<file path="src/rtl/dac_sched_pkg.sv">
// Shared types and constants for the DAC sample scheduler.
package dac_sched_pkg;

    typedef enum logic [1:0] {
        ST_WAIT  = 2'd0,
        ST_ISSUE = 2'd1,
        ST_GUARD = 2'd2
    } sched_state_t;

    localparam logic [1:0]  MODE_A    = 2'd0;
    localparam logic [1:0]  MODE_B    = 2'd1;
    localparam logic [1:0]  MODE_ALT  = 2'd2;
    localparam logic [1:0]  MODE_MUTE = 2'd3;

    localparam logic [15:0] MIDSCALE  = 16'h8000;
    localparam int          MIN_GUARD = 210;

endpackage

</file>
<file path="src/rtl/dac_sample_scheduler_slot.sv">
// One-entry valid/ready holding register; the scheduler empties it through consume.
module sample_slot
    import dac_sched_pkg::*;
(
    input  logic        clk_25mhz,
    input  logic        reset,
    input  logic        in_valid,
    input  logic [15:0] in_data,
    input  logic        consume,
    output logic        ready,
    output logic        full,
    output logic [15:0] data
);

    assign ready = !full && !reset;

    // Consume and load never collide: loading needs an empty slot, consuming a full one.
    always_ff @(posedge clk_25mhz or posedge reset) begin
        if (reset) begin
            full <= 1'b0;
            data <= MIDSCALE;
        end else if (consume && full) begin
            full <= 1'b0;
        end else if (in_valid && ready) begin
            full <= 1'b1;
            data <= in_data;
        end
    end

endmodule

</file>
<file path="src/rtl/dac_sample_scheduler.sv">
// Paces audio samples from two sources into dac_driver at a fixed rate,
// leaving a guard window after every issue for the serial transfer.
module dac_sample_scheduler
    import dac_sched_pkg::*;
#(
    parameter int SAMPLE_DIV   = 520,
    parameter int GUARD_CYCLES = 224
) (
    input  logic        clk_25mhz,
    input  logic        reset,
    input  logic        enable,
    input  logic [1:0]  mode,
    input  logic        clear_flags,
    input  logic        a_valid,
    input  logic [15:0] a_data,
    output logic        a_ready,
    input  logic        b_valid,
    input  logic [15:0] b_data,
    output logic        b_ready,
    output logic        dac_data_ready,
    output logic [15:0] dac_sample,
    output logic        dac_src,
    output logic        underrun,
    output logic        overrun
);

    localparam int CW = $clog2(SAMPLE_DIV);
    localparam int GW = $clog2(GUARD_CYCLES);

    if (SAMPLE_DIV < GUARD_CYCLES + 2 || GUARD_CYCLES < MIN_GUARD) begin : g_param_check
        $error("dac_sample_scheduler: need SAMPLE_DIV >= GUARD_CYCLES + 2 and GUARD_CYCLES >= MIN_GUARD");
    end

    logic [CW-1:0] tick_count;
    logic          tick;
    logic          issue;
    sched_state_t  state;
    logic [GW-1:0] guard_count;
    logic [15:0]   last_sample;
    logic          alt_ptr;
    logic          enable_d;

    logic          a_full, b_full;
    logic [15:0]   a_slot, b_slot;
    logic          a_consume, b_consume;
    logic          sel_b, sel_full;
    logic [15:0]   sel_data;

    sample_slot u_slot_a (
        .clk_25mhz (clk_25mhz),
        .reset     (reset),
        .in_valid  (a_valid),
        .in_data   (a_data),
        .consume   (a_consume),
        .ready     (a_ready),
        .full      (a_full),
        .data      (a_slot)
    );

    sample_slot u_slot_b (
        .clk_25mhz (clk_25mhz),
        .reset     (reset),
        .in_valid  (b_valid),
        .in_data   (b_data),
        .consume   (b_consume),
        .ready     (b_ready),
        .full      (b_full),
        .data      (b_slot)
    );

    assign tick  = enable && (tick_count == CW'(SAMPLE_DIV - 1));
    assign issue = tick && (state == ST_WAIT);

    always_ff @(posedge clk_25mhz or posedge reset) begin
        if (reset) begin
            tick_count <= '0;
        end else if (!enable || tick) begin
            tick_count <= '0;
        end else begin
            tick_count <= tick_count + 1'b1;
        end
    end

    // Slot selection looks only at registered slot state, so a sample landing
    // on the tick edge waits for the following tick.
    always_comb begin
        sel_b = 1'b0;
        case (mode)
            MODE_B:   sel_b = 1'b1;
            MODE_ALT: sel_b = alt_ptr;
            default:  sel_b = 1'b0;
        endcase
        sel_full  = sel_b ? b_full : a_full;
        sel_data  = sel_b ? b_slot : a_slot;
        a_consume = issue && ((mode == MODE_MUTE) || !sel_b);
        b_consume = issue && ((mode == MODE_MUTE) || sel_b);
    end

    always_ff @(posedge clk_25mhz or posedge reset) begin
        if (reset) begin
            state          <= ST_WAIT;
            guard_count    <= '0;
            dac_data_ready <= 1'b0;
            dac_sample     <= MIDSCALE;
            dac_src        <= 1'b0;
            last_sample    <= MIDSCALE;
            alt_ptr        <= 1'b0;
            enable_d       <= 1'b0;
            underrun       <= 1'b0;
            overrun        <= 1'b0;
        end else begin
            enable_d       <= enable;
            dac_data_ready <= 1'b0;
            if (enable && !enable_d) begin
                alt_ptr <= 1'b0;
            end

            case (state)
                ST_WAIT: begin
                    if (tick) begin
                        state          <= ST_ISSUE;
                        dac_data_ready <= 1'b1;
                        if (mode == MODE_MUTE) begin
                            dac_sample <= MIDSCALE;
                        end else begin
                            dac_src <= sel_b;
                            if (sel_full) begin
                                dac_sample  <= sel_data;
                                last_sample <= sel_data;
                            end else begin
                                dac_sample <= last_sample;
                            end
                        end
                        if (mode == MODE_ALT) begin
                            alt_ptr <= ~alt_ptr;
                        end
                    end
                end
                ST_ISSUE: begin
                    state       <= ST_GUARD;
                    guard_count <= '0;
                end
                ST_GUARD: begin
                    // Runs to completion regardless of enable so a transfer is never cut short.
                    if (guard_count == GW'(GUARD_CYCLES - 1)) begin
                        state <= ST_WAIT;
                    end else begin
                        guard_count <= guard_count + 1'b1;
                    end
                end
                default: state <= ST_WAIT;
            endcase

            if (issue && (mode != MODE_MUTE) && !sel_full) begin
                underrun <= 1'b1;
            end else if (clear_flags) begin
                underrun <= 1'b0;
            end

            if (tick && (state != ST_WAIT)) begin
                overrun <= 1'b1;
            end else if (clear_flags) begin
                overrun <= 1'b0;
            end
        end
    end

endmodule

</file>
<file path="config.mk">
export PLATFORM = sky130hd
export DESIGN_NAME = dac_sample_scheduler
export DESIGN_NICKNAME = d
export VERILOG_FILES = /design/src/rtl/dac_sched_pkg.sv /design/src/rtl/dac_sample_scheduler_slot.sv /design/src/rtl/dac_sample_scheduler.sv
export SDC_FILE = /design/constraint.sdc
export NUM_CORES = 1
export LEC_CHECK = 0
export BUFFER_PORTS_ARGS = -buffer_cell sky130_fd_sc_hd__buf_2
export CAP_MARGIN = 10
export CORE_UTILIZATION = 27
export DETAILED_ROUTE_END_ITERATION = 7
export GPL_TIMING_DRIVEN = 1
export REMOVE_ABC_BUFFERS = 1
export SETUP_SLACK_MARGIN = 0.15
export SYNTH_ARGS = -nofsm -noshare
export SYNTH_HDL_FRONTEND = slang
export SYNTH_SLANG_ARGS = --single-unit
</file>
<file path="constraint.sdc">
create_clock -name clk_25mhz -period 2.6 [get_ports clk_25mhz]
set_input_delay 0.26 -clock clk_25mhz [delete_from_list [all_inputs] [get_ports clk_25mhz]]
set_output_delay 0.26 -clock clk_25mhz [all_outputs]
set_load 0.02 [all_outputs]
</file>
==> run metrics, run 1 <==
height of the die=126 um; number of resized instances in the post-cts repair step=0; count of endpoints failing hold in the final timing report=0; mux cell area share after synthesis=9.46%; synthesized area=4140 um2; most common cell after layout, fill and taps aside=sky130_fd_sc_hd__dfrtp_1; CP cell instances=nor4b_4 -> nand4_4 -> inv_2 -> nand2b_2 -> o21ai_0; mean instance size in the synthesized netlist=12.2 um2; largest net degree at the start of global routing=50; RSZ-0062 raised after global routing=no; maximum level of the CTS H-tree=3; full die area=15800 um2; Post-synth top flop=sky130_fd_sc_hd__dfrtp_1; post-layout min period=approximately 2.1 ns; crit end category=register; Port Buf Inserts=61; hold bufs inserted after CTS=0; I/O pin total=62; clock tree from TritonCTS=built; floorplan row count=44; headroom to the max-slew limit=37.7%; Max stage delay cell, worst path=sky130_fd_sc_hd__dfrtp_1; P_leak=about 0.0022 uW; fill cell total of the finished layout=1469; max-slew violation count=0; Pwr per Cell Area=around 770 nW/um2; Longest Clk Path Bufs=2; routed vias=approximately 2900; kind of start point of the critical path=register; maximum ir drop on the vdd rail=0.370 mV; leading cell types in the layout, fill and taps excluded=sky130_fd_sc_hd__dfrtp_1, sky130_fd_sc_hd__buf_2, sky130_fd_sc_hd__mux2_2; maximum clock frequency=0.468 GHz; wire length of the first global-routing pass=15500 um; Max-cap violations=0; Inserted Diodes=0; maximum fanout along the worst path=32; total power=3820 uW; number of flops mapped to enable cells by yosys=0; Root Buffer=sky130_fd_sc_hd__clkbuf_16; Synth Area in Simple Gates=a little over a tenth; # nets final=around 450; Net Sw Frac=25.7%; combinational cell fraction of total power=16.3%; adder-cell area share of the yosys netlist=1.51%; cell taking the most area after synthesis=sky130_fd_sc_hd__dfrtp_1; complex-gate fraction of the synthesized area=approximately 17%; largest cells by area after synthesis=sky130_fd_sc_hd__dfrtp_1, sky130_fd_sc_hd__mux2_2, sky130_fd_sc_hd__o2bb2ai_1; post-CTS setup buffer count=0; Critical Path RT=2.86 ns; synthesized flop and latch total=92; net switching power=982 uW; Clock Power Share=34.6%; final HPWL from detailed placement=6360 um; clk slew on worst S/H paths=0.07 ns; final sum of negative setup slack=0 ns; dominant combinational cell family by area after synthesis=compound AO/OA/AOI/OAI gates; clock sink count=92; number of iterations in the first detailed-routing pass=4; Mapped Cells=340; via count normalized by instance count=4.85; class of the tightest hold or removal check=primary input to asynchronous set/reset pin; gate family responsible for the most delay along the worst path=simple AND/OR/NAND/NOR gates; Internal Pwr Total=2840 uW; Async SR Flop Fraction=between 90% and 100%; Stages on worst setup path=5; Remaining DRCs=0; effective utilization at floorplan=28.1%; status=complete, no violations; Clock Skew=slightly below 0.008 ns; Worst Tran Pin Value=0.934 ns; final setup fails=0; area added between synthesis and finish=19.4%; count of different cell masters after synthesis=48; wire length per cell=15.8 um; Core ar.=14800 um2; GRT Overall Usage=12.7%; critical path arrival=2.39 ns; number of global-route vias before repair=approximately 2900; Yosys top cell area share=~53%; Placer Congestion=0.689; final cycle utilization of the critical path=82.2%; overflow left after global routing=0; total length of routed wires=9310 um; Reg power frac=49.1%; total clock buffers created by CTS=9; starting DRC count in detailed routing=190; part of the Yosys area used for sequential elements=55.7%; Horiz. Die Dim=between 100 and 150 um; number of antenna violations at the first check in global routing=0; worst-skew pair later-pin latency=0.34 ns; buffer and inverter count on the worst path=1; yosys synthesis warning count=0; number of nets still failing antenna checks after routing=0; Max stage delay on crit path=0.47 ns; xor/xnor cell area share of the yosys netlist=2.12%; worst-case reg-to-reg path depth=5; WS Path Type=register to register; layout cells sized above 1=34.5%
-- registers in the layout, summed over array words and instances, names as in the netlist, 2 cells and up --
name and cells:
last_sample 16, guard_count 8, u_slot_b.data 16, tick_count 10, state 2, u_slot_a.data 16, dac_sample 16
-- cells by family after synthesis --
family / count (synthesis)
flip-flops: 92
XOR/XNOR: 10
adder cells (fa/ha/maj): 5
buffers and inverters: 32
multiplexers: 35
AND/OR/NAND/NOR: 76
AO/OA/AOI/OAI: 90
-- cells in the mapped netlist, types with 3 or more instances --
library cell	instances
sky130_fd_sc_hd__mux2_2	33
sky130_fd_sc_hd__a21oi_1	5
sky130_fd_sc_hd__o221ai_2	9
sky130_fd_sc_hd__o21ai_1	15
sky130_fd_sc_hd__nor2_1	21
sky130_fd_sc_hd__buf_2	9
sky130_fd_sc_hd__nand3_1	6
sky130_fd_sc_hd__nand2_1	11
sky130_fd_sc_hd__xor2_1	4
sky130_fd_sc_hd__o22ai_1	4
sky130_fd_sc_hd__clkbuf_1	6
sky130_fd_sc_hd__xnor2_1	6
sky130_fd_sc_hd__ha_1	5
sky130_fd_sc_hd__dfstp_2	4
sky130_fd_sc_hd__nand2b_1	3
sky130_fd_sc_hd__o21ai_0	23
sky130_fd_sc_hd__o221ai_1	7
sky130_fd_sc_hd__dfrtp_1	88
sky130_fd_sc_hd__inv_1	13
sky130_fd_sc_hd__and2_1	3
sky130_fd_sc_hd__or3_1	16
sky130_fd_sc_hd__o2bb2ai_1	16
-- stage by stage --
step	instances	cell area (um2)	hold slack, ns	setup WS, ns	utilization [%]
after floorplan	322	4030	0.291	-0.0453	-
after global placement	574	4640	0.428	0.529	31.4
after detailed placement	574	4640	0.437	0.445	31.4
after CTS	590	4940	0.0700	0.429	33.5
after global routing	590	4940	0.0958	0.273	33.5
final	590	4940	0.0520	0.463	33.5
-- power by group through the flow --
stage	combinational (uW)	clock, uW	sequential [uW]
2_1_floorplan	495	0	1840
3_3_place_gp	613	0	1900
3_5_place_dp	631	0	1910
4_1_cts	633	1350	1880
5_1_grt	687	1420	1920
6_report	624	1320	1880
-- per-layer routing --
layer  part of all wire (%)  track usage, %  vias up
li1                       -               -     1374
met1                     47            16.9     1418
met2                     47            19.7       53
met3                    3.5            2.46       14
met4                    2.1            6.38        0
met5                      0               0        -
-- final cells by class --
class                   count  area, um2  share of cell area, %
repair buffers             68        370                   7.49
well taps                 184        230                   4.66
flip-flops and latches     92       2310                   46.7
multi-input cells         216       1680                   33.9
clock buffers              11        243                   4.91
inverters                  14       53.8                   1.09
clock inverters             5       60.1                   1.22
-- worst register-to-register path, stage by stage (launching register included) --
cell and delay [ns]:
sky130_fd_sc_hd__dfrtp_1 0.47, sky130_fd_sc_hd__nor4b_4 0.37, sky130_fd_sc_hd__nand4_4 0.32, sky130_fd_sc_hd__inv_2 0.21, sky130_fd_sc_hd__nand2b_2 0.38, sky130_fd_sc_hd__o21ai_0 0.31
-- worst paths after layout --
kind,startpoint,endpoint,slack [ns]
max in group asynchronous,reset,enable_d,1.84
min in group clk_25mhz,enable,enable_d,0.11
setup reg to reg,tick_count[3],last_sample[10],0.46
setup / recovery,tick_count[3],last_sample[10],0.46
hold reg to reg,tick_count[0],tick_count[0],0.48
hold / removal,reset,u_slot_a.data[7],0.05
Power figures use the tool's default switching activity.
==> run 2, diff against run 1 <==
clock period = 2 ns   (was 2.6 ns; I/O delays follow)
==> run metrics, run 2 (synthesized netlist as in run 1, its figures left out) <==
Net Sw Frac=25.5%; final setup fails=0; clk slew on worst S/H paths=0.06 ns; combinational cell fraction of total power=16.8%; crit end category=register; RSZ-0062 raised after global routing=no; Max-cap violations=0; net switching power=~1300 uW; worst-skew pair later-pin latency=0.34 ns; Critical Path RT=roughly 2.3 ns; final setup margin=0.326 ns; WS Path Type=register to register; number of antenna violations at the first check in global routing=0; clock sink count=92; I/O pin total=62; status=complete, no violations; placed cell count=581; leading cell types in the layout, fill and taps excluded=sky130_fd_sc_hd__dfrtp_1, sky130_fd_sc_hd__buf_2, sky130_fd_sc_hd__mux2_2; maximum clock frequency=around 0.6 GHz; layout cells sized above 1=36.8%; routed vias=between 2000 and 3000; wire length of the first global-routing pass=around 16000 um; height of the die=126 um; final HPWL from detailed placement=approximately 7000 um; Horiz. Die Dim=126 um; wire length per cell=about 16 um; GRT Overall Usage=13.0%; headroom to the max-slew limit=56.4%; final cell count without fillers=597; Internal Pwr Total=3700 uW; class of the tightest hold or removal check=primary input to register; maximum level of the CTS H-tree=3; final cycle utilization of the critical path=83.7%; count of endpoints failing hold in the final timing report=0; full die area=15800 um2; max-slew violation count=0; # nets final=about 450; kind of start point of the critical path=register; Port Buf Inserts=61; number of iterations in the first detailed-routing pass=6; Placer Congestion=0.748; Reg power frac=approximately 49%; area added between synthesis and finish=22.3%; Root Buffer=sky130_fd_sc_hd__clkbuf_16; via count normalized by instance count=4.97; post-layout min period=about 1.7 ns; Pwr per Cell Area=980 nW/um2; number of global-route vias before repair=3156; total length of routed wires=9690 um; most common cell after layout, fill and taps aside=sky130_fd_sc_hd__dfrtp_1; starting DRC count in detailed routing=roughly 170; Remaining DRCs=0; Worst Tran Pin Value=approximately 0.65 ns; Clock Power Share=between 30% and 40%; critical path arrival=1.93 ns; effective utilization at floorplan=28.1%; Clock Skew=0.00937 ns; Inserted Diodes=0; DP Area=4720 um2; maximum fanout along the worst path=5; floorplan row count=44; number of nets still failing antenna checks after routing=0; Core ar.=14800 um2; maximum ir drop on the vdd rail=roughly 0.47 mV; overflow left after global routing=0; final design instance area without fill=between 5000 and 6000 um2; worst slack, placed=-0.0549 ns; P_leak=0.00222 uW; largest net degree at the start of global routing=34; clock tree from TritonCTS=built; total clock buffers created by CTS=9; Longest Clk Path Bufs=2
[run 2: cell type report]
| class | count | area [um2] |
|---|---|---|
| Tap cell | 184 | 230 |
| Clock buffer | 10 | 239 |
| Sequential cell | 92 | 2310 |
| Clock inverter | 5 | 60.1 |
| Fill cell | 1474 | 9690 |
| Inverter | 14 | 53.8 |
| Multi-Input combinational cell | 216 | 1720 |
| Timing Repair Buffer | 76 | 458 |
[run 2: worst max-delay path: stages, from the launching register on]
cell,delay [ns]
sky130_fd_sc_hd__dfrtp_1,0.41
sky130_fd_sc_hd__ha_2,0.24
sky130_fd_sc_hd__and4_2,0.31
sky130_fd_sc_hd__a41oi_4,0.17
sky130_fd_sc_hd__a21oi_2,0.23
sky130_fd_sc_hd__inv_1,0.08
sky130_fd_sc_hd__a31oi_1,0.16
[run 2: final timing paths]
check,start,slack (ns),depth (start not counted),to
min in group asynchronous,reset,0.50,3,u_slot_b.data[0]
worst max register to register,guard_count[1],0.33,6,guard_count[5]
worst max-delay path,guard_count[1],0.33,6,guard_count[5]
max in group asynchronous,reset,0.85,4,dac_sample[15]
worst min-delay path,enable,0.05,1,enable_d
worst min register to register,tick_count[0],0.45,1,tick_count[0]
[run 2: power by group through the flow]
stage | clock network, uW | logic [uW] | registers, uW
floorplan | 0 | 643 | 2390
global placement | 0 | 806 | 2460
detailed placement | 0 | 838 | 2470
CTS | 1750 | 841 | 2440
global route | 1840 | 921 | 2480
finish | 1690 | 833 | 2430
[run 2: stage by stage]
| stage | setup TNS (ns) | hold slack [ns] | total power, uW | util [%] |
|---|---|---|---|---|
| after floorplan | -51.51 | 0.231 | 3030 | - |
| after global placement | -0.000736 | 0.297 | 3270 | 32.0 |
| after detailed placement | -0.542 | 0.309 | 3310 | 32.0 |
| after CTS | 0 | 0.0331 | 5030 | 34.1 |
| after global routing | 0 | 0.0338 | 5240 | 34.3 |
| final | 0 | 0.0495 | 4960 | 34.3 |
[run 2: timing repair]
action / in CTS / in global routing
pin swaps: 0 / 1
buffers inserted: 0 / 0
resized for setup: 1 / 7
endpoints found under the setup margin: 1 / 31
hold buffers: 1 / 0
hold endpoints to repair: 29 / 0
[run 2: routing by layer]
layer	wire length, um	vias to the layer above	global-route usage (%)
li1	-	1390	-
met5	0	-	0
met1	4360	1485	16.3
met4	283	0	6.59
met2	4590	76	20.5
met3	458	19	3.48
